**src/rtl/iir_wb_sample_master.sv**
```systemverilog
// Streaming-to-Wishbone initiator for the iir_wishbone filter.
// Each sample goes through X write, settle wait, Y read, then optional STATUS read and output.
module iir_wb_sample_master #(
  parameter int unsigned            DATA_WIDTH     = 32,
  parameter int unsigned            ADDR_WIDTH     = 8,
  parameter logic [ADDR_WIDTH-1:0]  BASE_ADDR      = '0,
  parameter int unsigned            SETTLE_CYCLES  = 4,
  parameter int unsigned            TIMEOUT_CYCLES = 255,
  parameter bit                     READ_STATUS    = 1'b1
) (
  input  logic                  wb_clk_i,
  input  logic                  wb_rst_i,
  input  logic                  s_valid,
  output logic                  s_ready,
  input  logic [DATA_WIDTH-1:0] s_data,
  output logic                  m_valid,
  input  logic                  m_ready,
  output logic [DATA_WIDTH-1:0] m_data,
  output logic [3:0]            m_ovf,
  output logic [ADDR_WIDTH-1:0] wb_adr_o,
  output logic [DATA_WIDTH-1:0] wb_dat_o,
  input  logic [DATA_WIDTH-1:0] wb_dat_i,
  output logic                  wb_we_o,
  output logic                  wb_stb_o,
  output logic                  wb_cyc_o,
  input  logic                  wb_ack_i,
  input  logic                  clr_err,
  output logic                  timeout_err,
  output logic                  busy,
  output logic [15:0]           sample_count
);

  typedef enum logic [2:0] {
    StIdle, StWrX, StSettle, StRdY, StGap, StRdSt, StOut
  } state_e;

  localparam logic [7:0]            SettleInit  = 8'(SETTLE_CYCLES);
  localparam logic [15:0]           TimeoutLast = 16'(TIMEOUT_CYCLES - 1);
  localparam logic [ADDR_WIDTH-1:0] AdrX        = BASE_ADDR;
  localparam logic [ADDR_WIDTH-1:0] AdrY        = BASE_ADDR + ADDR_WIDTH'(4);
  localparam logic [ADDR_WIDTH-1:0] AdrSt       = BASE_ADDR + ADDR_WIDTH'(8);

  state_e                  state_q, state_d;
  logic [7:0]              settle_q, settle_d;
  logic [15:0]             tmo_q, tmo_d;
  logic [ADDR_WIDTH-1:0]   adr_q, adr_d;
  logic [DATA_WIDTH-1:0]   dat_q, dat_d;
  logic                    we_q, we_d;
  logic                    stb_q, stb_d;
  logic                    m_valid_q, m_valid_d;
  logic [DATA_WIDTH-1:0]   m_data_q, m_data_d;
  logic [3:0]              m_ovf_q, m_ovf_d;
  logic                    err_q, err_d;
  logic [15:0]             count_q, count_d;

  logic ack_seen;
  logic timeout;

  // Acks are only meaningful while a strobe is outstanding; ack beats timeout.
  assign ack_seen = wb_ack_i && stb_q;
  assign timeout  = stb_q && !wb_ack_i && (tmo_q == TimeoutLast);

  always_ff @(posedge wb_clk_i) begin
    if (wb_rst_i) begin
      state_q   <= StIdle;
      settle_q  <= '0;
      tmo_q     <= '0;
      adr_q     <= '0;
      dat_q     <= '0;
      we_q      <= 1'b0;
      stb_q     <= 1'b0;
      m_valid_q <= 1'b0;
      m_data_q  <= '0;
      m_ovf_q   <= '0;
      err_q     <= 1'b0;
      count_q   <= '0;
    end else begin
      state_q   <= state_d;
      settle_q  <= settle_d;
      tmo_q     <= tmo_d;
      adr_q     <= adr_d;
      dat_q     <= dat_d;
      we_q      <= we_d;
      stb_q     <= stb_d;
      m_valid_q <= m_valid_d;
      m_data_q  <= m_data_d;
      m_ovf_q   <= m_ovf_d;
      err_q     <= err_d;
      count_q   <= count_d;
    end
  end

  always_comb begin
    state_d = state_q;
    unique case (state_q)
      StIdle:   if (s_valid) state_d = StWrX;
      StWrX: begin
        if (ack_seen)     state_d = StSettle;
        else if (timeout) state_d = StIdle;
      end
      StSettle: if (settle_q <= 8'd1) state_d = StRdY;
      StRdY: begin
        if (ack_seen) begin
          if (READ_STATUS) state_d = StGap;
          else             state_d = StOut;
        end else if (timeout) begin
          state_d = StIdle;
        end
      end
      StGap:    state_d = StRdSt;
      StRdSt: begin
        if (ack_seen)     state_d = StOut;
        else if (timeout) state_d = StIdle;
      end
      StOut:    if (m_ready) state_d = StIdle;
      default:  state_d = StIdle;
    endcase
  end

  always_comb begin
    settle_d  = settle_q;
    tmo_d     = stb_q ? tmo_q + 16'd1 : tmo_q;
    adr_d     = adr_q;
    dat_d     = dat_q;
    we_d      = we_q;
    stb_d     = stb_q;
    m_valid_d = m_valid_q;
    m_data_d  = m_data_q;
    m_ovf_d   = m_ovf_q;
    err_d     = timeout | (err_q & ~clr_err);
    count_d   = count_q;
    unique case (state_q)
      StIdle: begin
        if (s_valid) begin
          adr_d = AdrX;
          dat_d = s_data;
          we_d  = 1'b1;
          stb_d = 1'b1;
          tmo_d = '0;
        end
      end
      StWrX: begin
        if (ack_seen || timeout) begin
          stb_d = 1'b0;
          we_d  = 1'b0;
          dat_d = '0;
        end
        if (ack_seen) settle_d = SettleInit;
      end
      StSettle: begin
        // Strobe is raised on the edge the counter expires, giving SETTLE_CYCLES idle cycles.
        settle_d = settle_q - 8'd1;
        if (settle_q <= 8'd1) begin
          adr_d = AdrY;
          stb_d = 1'b1;
          tmo_d = '0;
        end
      end
      StRdY: begin
        if (ack_seen) begin
          stb_d    = 1'b0;
          m_data_d = wb_dat_i;
          if (!READ_STATUS) begin
            m_valid_d = 1'b1;
            m_ovf_d   = '0;
          end
        end else if (timeout) begin
          stb_d = 1'b0;
        end
      end
      StGap: begin
        adr_d = AdrSt;
        stb_d = 1'b1;
        tmo_d = '0;
      end
      StRdSt: begin
        if (ack_seen) begin
          stb_d     = 1'b0;
          m_ovf_d   = wb_dat_i[3:0];
          m_valid_d = 1'b1;
        end else if (timeout) begin
          stb_d = 1'b0;
        end
      end
      StOut: begin
        if (m_ready) begin
          m_valid_d = 1'b0;
          count_d   = count_q + 16'd1;
        end
      end
      default: ;
    endcase
  end

  assign s_ready      = (state_q == StIdle);
  assign busy         = (state_q != StIdle);
  assign wb_adr_o     = adr_q;
  assign wb_dat_o     = dat_q;
  assign wb_we_o      = we_q;
  assign wb_stb_o     = stb_q;
  assign wb_cyc_o     = stb_q;
  assign m_valid      = m_valid_q;
  assign m_data       = m_data_q;
  assign m_ovf        = m_ovf_q;
  assign timeout_err  = err_q;
  assign sample_count = count_q;

endmodule

```
**config.mk**
```make
export PLATFORM = sky130hd
export DESIGN_NAME = iir_wb_sample_master
export DESIGN_NICKNAME = d
export VERILOG_FILES = /design/src/rtl/iir_wb_sample_master.sv
export SDC_FILE = /design/constraint.sdc
export NUM_CORES = 1
export LEC_CHECK = 0
export BUFFER_PORTS_ARGS = -buffer_cell sky130_fd_sc_hd__buf_2
export CAP_MARGIN = 20
export CELL_PAD_IN_SITES_DETAIL_PLACEMENT = 0
export CELL_PAD_IN_SITES_GLOBAL_PLACEMENT = 1
export CORE_MARGIN = 1
export CORE_UTILIZATION = 40
export CTS_BUF_LIST = sky130_fd_sc_hd__clkbuf_2
export CTS_CLUSTER_DIAMETER = 100
export DETAILED_ROUTE_END_ITERATION = 8
export PLACE_DENSITY_LB_ADDON = 0.1
export SYNTH_ARGS = -nofsm -noshare
export SYNTH_HDL_FRONTEND = slang
export SYNTH_SLANG_ARGS = --single-unit
```
**constraint.sdc**
```tcl
create_clock -name wb_clk_i -period 3.5 [get_ports wb_clk_i]
set_input_delay 0.175 -clock wb_clk_i [delete_from_list [all_inputs] [get_ports wb_clk_i]]
set_output_delay 0.175 -clock wb_clk_i [all_outputs]
set_load 0.01 [all_outputs]
```
# [After elaboration in Yosys (flattened, before gate mapping)]
# Index checks and enable logic that the tools add are counted.
[op_classes] order_cmp=1 n_mux=30 add_sub_neg=3 eq_ne=14 bitwise_logic=3 n_reduce_logical=22
[ops] operator="two-way mux 32 bit" n=2
[ops] operator="one-hot mux 32 bit (2 select lines)" n=1
[ops] operator="two-way mux 16 bit" n=3
[ops] operator="one-hot mux 16 bit (3 select lines)" n=1
[ops] operator="adder 16 x 1 -> 16 bit (second input constant)" n=2
[ops] operator="two-way mux 8 bit" n=3
[ops] operator="one-hot mux 8 bit (3 select lines)" n=1
[ops] operator="two-way mux 3 bit" n=7
[ops] operator="one-hot mux 3 bit (7 select lines)" n=1
[ops] operator="equality test 16 x 8 -> 1 bit (second input constant)" n=1
[ops] operator="one-hot mux 8 bit (2 select lines)" n=1
[ops] operator="inequality test 2 bit (second input constant)" n=6
[ops] operator="AND reduction 3 bit" n=4
[ops] operator="equality test 3 bit (second input constant)" n=3
[ops] operator="less-or-equal comparator 8 x 1 -> 1 bit (second input constant)" n=1
[ops] operator="AND reduction 2 bit" n=4
[ops] operator="subtractor 8 x 1 -> 8 bit (second input constant)" n=1
[ops] operator="two-way mux 1 bit" n=7
[ops] operator="equality test 3 x 2 -> 1 bit (second input constant)" n=2
[ops] operator="nonzero test 2 bit" n=3
[ops] operator="nonzero test 3 bit" n=2
[ops] operator="one-hot mux 1 bit (5 select lines)" n=1
[ops] operator="AND reduction 5 bit" n=1
[ops] operator="nonzero test 5 bit" n=1
[ops] operator="11 further kinds" n=14
[totals] output_inout_bits=99 input_bits=70 ff_bits=123 word_cells=85

# [Depth between registers and ports, before layout]
# Gate-level depths: netlist of run 1.
[logic_depth] ltp_word=6 mapped_depth=7 depth_no_buf=6

# [Least setup slack after synthesis of run 1]
# OpenSTA, ideal clock, no wires.
[synth_timing] path_type="reg-to-reg" from="reg tmo_q[1]" to="reg dat_q[10] (netlist: wb_dat_o[10])" path_slack_ns=1.765 required_ns=3.383 period_less_slack_ns=1.735 setup_time_ns=0.117 path_stages_with_launch=7 path_buffers=1 t_arrival_ns=1.618 cell_sequence="dfxtp_1 -> ha_1 -> nor4b_1 -> nand2_1 -> o311a_1 -> buf_2 -> a22o_1"
[synth_between] elab_chain_cells=5
[synth_rtl] item="start, declared" line="45" text="logic [15:0] tmo_q, tmo_d;"
[synth_rtl] item="start signal, assigned" line="80" text="tmo_q <= tmo_d;"
[synth_rtl] item="equality test 16 x 8 -> 1 bit" line="61" text="assign timeout = stb_q && !wb_ack_i && (tmo_q == TimeoutLast);"
[synth_rtl] item="logical AND 1 bit" line="61"
[synth_rtl] item="logical OR 1 bit" line="143" text="if (ack_seen || timeout) begin"
[synth_rtl] item="inequality test 2 bit (no source line)"
[synth_rtl] item="AND reduction 3 bit (no source line)"
[synth_rtl] item="end signal, assigned" line="82" text="dat_q <= dat_d;"
[synth_rtl] item="end, declared" line="47" text="logic [DATA_WIDTH-1:0] dat_q, dat_d;"
# No other way between the ends.
# A chain may end at the register's enable or synchronous reset.

# [Worst setup path after layout of run 1]
[layout_timing] from="reg stb_q (netlist: wb_cyc_o)" to="reg dat_q[28] (netlist: wb_dat_o[28])"
[layout_between] elab_chain_cells=5 word_cells_on_any_way=6 cone_classes="1 x eq/ne; 5 x reduce/logical"
[layout_rtl] item="start, declared" line="49" text="logic stb_q, stb_d;"
[layout_rtl] item="start signal, assigned" line="84" text="stb_q <= stb_d;"
[layout_rtl] item="logical AND 1 bit (2 in series)" line="61"
[layout_rtl] item="logical OR 1 bit *" line="143"
[layout_rtl] item="inequality test 2 bit (no source line) *"
[layout_rtl] item="AND reduction 3 bit (no source line) *"
# Mark *: on every way between the ends. The rest lies on a longest branch, timed or not.

==> metrics, run 1 <==
status finished, violations left; failing checks design-rule violations; Final Hold Fails 0; Starting Density 41.3%; worst reg-to-reg path cell count 5; Worst setup EP type flip-flop; die span in x 111 um; Clock power frac 32.2%; I/O Buffers 162; Slew @ Worst Pin 0.845 ns; Total Routing Usage GR 20.3%; # Post-CTS Setup Buffers 0; Distinct cells, synth 58; cell area after layout 6540 sq um; Worst-Skew Late Latency 0.66 ns; Min Clock Period, post-route 2.22 ns; H-tree depth 4; Leak Pwr 2.84 nW; Max Clk Rate 449 MHz; DIE HEIGHT 111 um; Overflow after GRT 0; crit path launch type flip-flop; Pins Over Slew Limit 0; r2r setup slk 1.28 ns; final wirelength 12.3 mm; Slew HR 43.1%; Die Footprint 12300 sq um; largest cells by area after synthesis dfxtp_1 (49%), nand2_1 (6.7%), a22o_1 (5.9%); synthesized area per cell 8.98 sq um; sequential share of the synthesized area 49.2%; pwr dens 380 nW/um^2; Syn. warnings 0; Resized Gates After CTS 0; DRC viols 30; core footprint 11500 sq um; post-synth top area cell dfxtp_1; clk buf depth 2; reg2reg end wb_dat_o[28]$_SDFFE_PP0P_; Setup CP Type reg2reg; # fillers 1039; worst setup margin 1.28 ns; Hold/Removal Path Class in2reg; Worst Setup SP wb_cyc_o$_SDFFE_PP0P_; hold buffers post-CTS 69; worst hold slack 0.270 ns; commonest non-fill, non-tap cell in the layout buf_2; Max IR drop VDD 244 uV; nets 827; top cell type's share of synthesized area 49.2%; met1 usage 24.9%; I/O pin cnt 169; dpl ws 1.13 ns; total internal power 1.83 mW; Gate power share 11.6%; met3 Track Usage GR 7.11%; clock root buffer master clkbuf_2; Syn Std Cell Area 4760 sq um; Final setup viols 0; vias in the first global route 4171; multi-input logic area 2200 sq um; period utilization 63.6%; clock transition at the registers of the reported paths 0.16 ns; min-delay src s_data[1]; share of cells above drive strength 1 28.4%; diodes inserted 0; cells after synthesis 530; vias per cell 5.03; CTS sink cnt 117; synthesized flop and latch total 117; Num CTS Buffers 17; Hold Path Depth 3; hpwl dp 7.57 mm; FF/Latch Area 2340 sq um; Clock Skew 0.0280 ns; Req. time, crit path 4.06 ns; DR vias 4562; hold endpoint wb_dat_o[1]$_SDFFE_PP0P_; worst-path fanout max 29; RR Startpoint wb_cyc_o$_SDFFE_PP0P_; Area after DPL 5590 sq um; global-route wire length before repair 20.0 mm; drt initial violations 294; Post-synth EDFFs 0; area delta synth->final 37.6%; Worst Path Arrival 2.79 ns; met2 global-route usage 32.7%; top_reg_cell synth dfxtp_1; sw power 658 uW; max-capacitance violation count 0; setup tns final 0 ns; most frequent cells in the layout buf_2 (162), dfxtp_1 (117), nand2_1 (85); initial antenna violation count 0; largest net degree at the start of global routing 68; Routability Congestion 0.772; Pre-antenna DRT Iters 7; Async SR Flop Fraction 0%; CTS tree done; post-detailed-route count of antenna-violating nets 0; DR WL/cell 13.5 um; RSZ-0062 raised after global routing no; sw frac 26.5%; Seq pwr share 56.3%; Core Rows 39; GRT busiest layer met2
[per-layer routing]
layer | vias up | part of all wire [%] | routed length (um)
met5 | - | 0 | 0
met3 | 16 | 6.9 | 849
met1 | 2091 | 45 | 5510
li1 | 2300 | - | -
met2 | 155 | 46 | 5710
met4 | 0 | 1.8 | 215
[area by class of cell]
class,count,share of cell area (%)
Sequential cell,117,35.8
Inverter,8,0.459
Clock inverter,14,1.82
Timing Repair Buffer,237,24.2
Tap cell,143,2.73
Clock buffer,17,1.30
Multi-Input combinational cell,371,33.7
[cells by family (layout without fill, tap and decap cells)]
logic type | Yosys count | count (layout) | synth area share [%]
simple gates | 212 | 212 | 22.1
compound gates | 117 | 117 | 16.3
flops | 117 | 117 | 49.2
buf+inv | 47 | 276 | 4.87
xor+xnor | 22 | 22 | 4.05
mux | 9 | 9 | 2.00
fa+ha+maj | 5 | 5 | 1.32
other cells | 1 | 6 | 0.0788
[sequential cells by signal (all words and copies together) (netlist names)]
| signal | flops |
|---|---|
| m_data | 32 |
| m_ovf | 4 |
| wb_cyc_o | 1 |
| wb_dat_o | 32 |
| wb_adr_o | 2 |
| timeout_err | 1 |
| state_q | 3 |
| wb_we_o | 1 |
| tmo_q | 16 |
| sample_count | 16 |
| settle_q | 8 |
| m_valid | 1 |
[worst max-delay path, cell delays in order, from the launching register on]
cell     delay (ns)
dfxtp_1        0.60
and4_1         0.42
nand3_1        0.21
o311a_1        0.47
buf_16         0.22
a22o_1         0.19
[synth_stat cells (7+ instances only)]
| library cell | number |
|---|---|
| nand2_1 | 85 |
| xnor2_1 | 9 |
| o21ai_0 | 12 |
| xor2_1 | 13 |
| clkbuf_1 | 13 |
| a22o_1 | 32 |
| dfxtp_1 | 117 |
| buf_4 | 9 |
| nor2_1 | 44 |
| nand4_1 | 13 |
| a21oi_1 | 52 |
| nand3_1 | 14 |
| buf_2 | 17 |
| inv_1 | 7 |
[worst max-delay path by stage]
stage                                      endpoint  slack [ns]
after global routing      wb_dat_o[25]$_SDFFE_PP0P_        1.10
after CTS                 wb_dat_o[14]$_SDFFE_PP0P_        1.09
final                     wb_dat_o[28]$_SDFFE_PP0P_        1.28
after global placement    wb_dat_o[18]$_SDFFE_PP0P_        1.22
after floorplan           wb_dat_o[10]$_SDFFE_PP0P_        1.76
after detailed placement  wb_dat_o[28]$_SDFFE_PP0P_        1.13
[stage by stage]
step / total power [mW] / cells / util, %
floorplan: 1.55 / 535 / -
global placement: 1.64 / 805 / 48.6
detailed placement: 1.64 / 805 / 48.6
CTS: 2.51 / 905 / 56.3
global route: 2.62 / 907 / 56.8
finish: 2.49 / 907 / 56.8
[power groups by stage]
stage | Sequential (mW) | Combinational, mW | Clock (mW)
after floorplan | 1.43 | 0.123 | 0
after global placement | 1.43 | 0.216 | 0
after detailed placement | 1.43 | 0.216 | 0
after CTS | 1.40 | 0.278 | 0.833
after global routing | 1.41 | 0.311 | 0.900
final | 1.40 | 0.287 | 0.800
Power figures use the tool's default switching activity.
==> inputs of run 2 (changes only) <==
--- a/config.mk
+++ b/config.mk
@@ -5,12 +5,13 @@
 export SDC_FILE = /design/constraint.sdc
 export NUM_CORES = 1
 export LEC_CHECK = 0
+export ABC_AREA = 1
 export BUFFER_PORTS_ARGS = -buffer_cell sky130_fd_sc_hd__buf_2
 export CAP_MARGIN = 20
 export CELL_PAD_IN_SITES_DETAIL_PLACEMENT = 0
 export CELL_PAD_IN_SITES_GLOBAL_PLACEMENT = 1
 export CORE_MARGIN = 1
-export CORE_UTILIZATION = 40
+export CORE_UTILIZATION = 33
 export CTS_BUF_LIST = sky130_fd_sc_hd__clkbuf_2
 export CTS_CLUSTER_DIAMETER = 100
 export DETAILED_ROUTE_END_ITERATION = 8
==> constraint.sdc (replaced) <==
create_clock -name wb_clk_i -period 1.9 [get_ports wb_clk_i]
set_input_delay 0.095 -clock wb_clk_i [delete_from_list [all_inputs] [get_ports wb_clk_i]]
set_output_delay 0.095 -clock wb_clk_i [all_outputs]
set_load 0.01 [all_outputs]
==> run 2 against run 1 <==
  * The run now ends clean
  * Register-to-register slack worse by 1.1 ns
  * Synthesized area increased by 6.8%
  * Setup slack lost 1.1 ns
  * Critical path depth increased by 3
  * Core utilization decreased by 9.4 points
  * Combinational power up 140%
==> metrics, run 2 <==
cell area after layout 6990 sq um (+6.8%); Min Clock Period, post-route 1.75 ns (-0.476 ns); Distinct cells, synth 37 (-36%); Clock Skew 0.0227 ns (-0.00531 ns); top cell type's share of synthesized area 46.1% (-3.1 points); Worst setup EP type flip-flop; dpl ws 0.152 ns (-0.983 ns); synthesized area per cell 7.51 sq um (-16%); cells after synthesis 676 (+28%); DIE HEIGHT 126 um (+14%); Slew HR 61.3% (+18 points); global-route wire length before repair 22.3 mm (+11%); Num CTS Buffers 17 (unchanged); Hold/Removal Path Class in2reg; DR vias 5088 (+12%); Async SR Flop Fraction 0% (unchanged); Max IR drop VDD 491 uV (+100%); r2r setup slk 0.15 ns (-1.12 ns); CTS sink cnt 117 (unchanged); hpwl dp 9.31 mm (+23%); sw frac 27.3% (+0.83 points); Overflow after GRT 0 (unchanged); RR Startpoint tmo_q[0]$_SDFF_PP0_; Core Rows 44 (+13%); Worst-Skew Late Latency 0.66 ns (about the same); worst hold slack 0.183 ns (-0.0870 ns); Post-synth EDFFs 0 (unchanged); period utilization 92.1% (+29 points); post-detailed-route count of antenna-violating nets 0 (unchanged); min-delay src wb_dat_i[29]; commonest non-fill, non-tap cell in the layout buf_2; share of cells above drive strength 1 27.2% (-1.2 points); max-capacitance violation count 0 (unchanged); Final Hold Fails 0 (unchanged); final core utilization 47.4% (-9.4 points); I/O pin cnt 169 (unchanged); synthesized flop and latch total 117 (unchanged); Syn Std Cell Area 5080 sq um (+6.8%); setup tns final 0 ns (unchanged); Starting Density 34.4% (-6.9 points); status complete, no violations; clock root buffer master clkbuf_2; vias in the first global route 4781 (+15%); Clock power frac 33.3% (+1.1 points); total power 4.89 mW (+97%); Total Routing Usage GR 17.5% (-2.8 points); Pins Over Slew Limit 0 (unchanged); final wirelength 13.5 mm (+10%); initial antenna violation count 1 (+1); Area after DPL 6020 sq um (+7.7%); vias per cell 4.60 (-8.5%); clock transition at the registers of the reported paths 0.17 ns (about the same); total internal power 3.56 mW (+95%); Worst Setup SP tmo_q[0]$_SDFF_PP0_; crit path launch type flip-flop; multi-input logic area 2370 sq um (+7.6%); pwr dens 700 nW/um^2 (+84%); nets 983 (+19%); Worst Path Arrival 2.37 ns (-0.42 ns); Req. time, crit path 2.52 ns (-1.54 ns); Commonest cells post-synth nor2_1 (129), nand2_1 (120), dfxtp_1 (117), a21oi_1 (51), o21ai_0 (51); drt initial violations 233 (-21%); post-synth top area cell dfxtp_1; Slew @ Worst Pin 0.580 ns (-0.265 ns); Routability Congestion 0.772 (about the same); core footprint 14800 sq um (+28%); # fillers 1502 (+45%); sw power 1.34 mW (+100%); DRC viols 0 (-100%); H-tree depth 4 (unchanged); FF/Latch Area 2350 sq um (+0.27%); die span in x 126 um (+14%); most common cell in the synthesized netlist nor2_1; Post-Place Cells 1003 (+25%); Max Clk Rate 572 MHz (+27%); DR WL/cell 12.2 um (-9.7%); clk buf depth 2 (unchanged); worst setup margin 0.151 ns (-1.12 ns); largest cells by area after synthesis dfxtp_1 (46%), nor2_1 (9.5%), nand2_1 (8.9%); top_reg_cell synth dfxtp_1; Die Footprint 15900 sq um (+29%); CTS tree done; RSZ-0062 raised after global routing no; area delta synth->final 37.7% (about the same); worst-path fanout max 4 (-86%); Pre-antenna DRT Iters 7 (unchanged); Final setup viols 0 (unchanged); I/O Buffers 162 (unchanged); Leak Pwr 3.29 nW (+16%); Seq pwr share 52.6% (-3.7 points); Gate power share 14.1% (+2.5 points); Final Non-Filler Cells 1105 (+22%); sequential share of the synthesized area 46.1% (-3.1 points); most frequent cells in the layout buf_2 (162), nor2_1 (129), nand2_1 (120); Setup CP Type reg2reg; Syn. warnings 0 (unchanged); largest net degree at the start of global routing 48 (-29%)
[run 2: cell count changes in the layout (fill, tap and decap cells not counted), sizes merged, moves of 7 or more]
cell	previous run	this run
and3	7	0
nand3	14	29
a21oi	52	61
inv	8	51
a22o	32	0
o21ai	12	56
nand2	85	138
nor2	44	135
nor3	5	15
[run 2: timing repair]
item,in CTS,in global routing
hold buffers,70,0
hold endpoints to repair,95,0
gates resized for setup,0,10
endpoints found under the setup margin,0,22
buffers inserted,0,0
[run 2: final timing paths]
| kind | to | cells past startpoint |
|---|---|---|
| max | timeout_err$_SDFF_PP0_ | 8 |
| min reg2reg | wb_dat_o[9]$_SDFFE_PP0P_ | 2 |
| min | m_data[29]$_SDFFE_PP0P_ | 4 |
| max reg2reg | timeout_err$_SDFF_PP0_ | 8 |
[run 2: cell type report]
cell class	instances	share of cell area, %
timing repair buffer	242	23.1
multi-input combinational	479	33.9
inverter	51	2.77
tap	184	3.29
sequential	117	33.6
clock inverter	12	1.97
clock buffer	19	1.36
antenna	1	0.0358
[run 2: cell families (layout without fill, tap and decap cells)]
kind of cell | count (synthesis) | after routing | share of synthesized area (%)
and+or+nand+nor | 331 | 331 | 29.1
AOI/OAI and AO/OA | 124 | 124 | 13.2
DFF | 117 | 117 | 46.1
buffers and inverters | 85 | 324 | 7.98
xor gates and xnor gates | 13 | 13 | 2.24
adders and majority gates | 5 | 5 | 1.23
other | 1 | 7 | 0.0738
[run 2: worst max-delay path, cell delays in order (launching register included)]
cell	delay (ns)
dfxtp_2	0.37
inv_1	0.05
ha_1	0.16
nand3_1	0.08
nor2_1	0.13
nand3_2	0.11
buf_6	0.15
a21oi_1	0.11
dlygate4sd3_1	0.55
[run 2: per-layer routing]
metal | track usage (%) | up-vias | share of wire (%)
met5 | 0 | - | 0
met4 | 6.95 | 0 | 2.0
met3 | 5.06 | 23 | 4.2
met2 | 29.5 | 112 | 48
met1 | 20.9 | 2323 | 45
li1 | - | 2630 | -
[run 2: power by group through the flow]
stage / Sequential (mW) / Clock [mW] / Combinational (mW)
finish: 2.58 / 1.63 / 0.690
global route: 2.59 / 1.83 / 0.768
CTS: 2.58 / 1.72 / 0.688
detailed placement: 2.63 / 0 / 0.578
global placement: 2.63 / 0 / 0.568
floorplan: 2.64 / 0 / 0.372
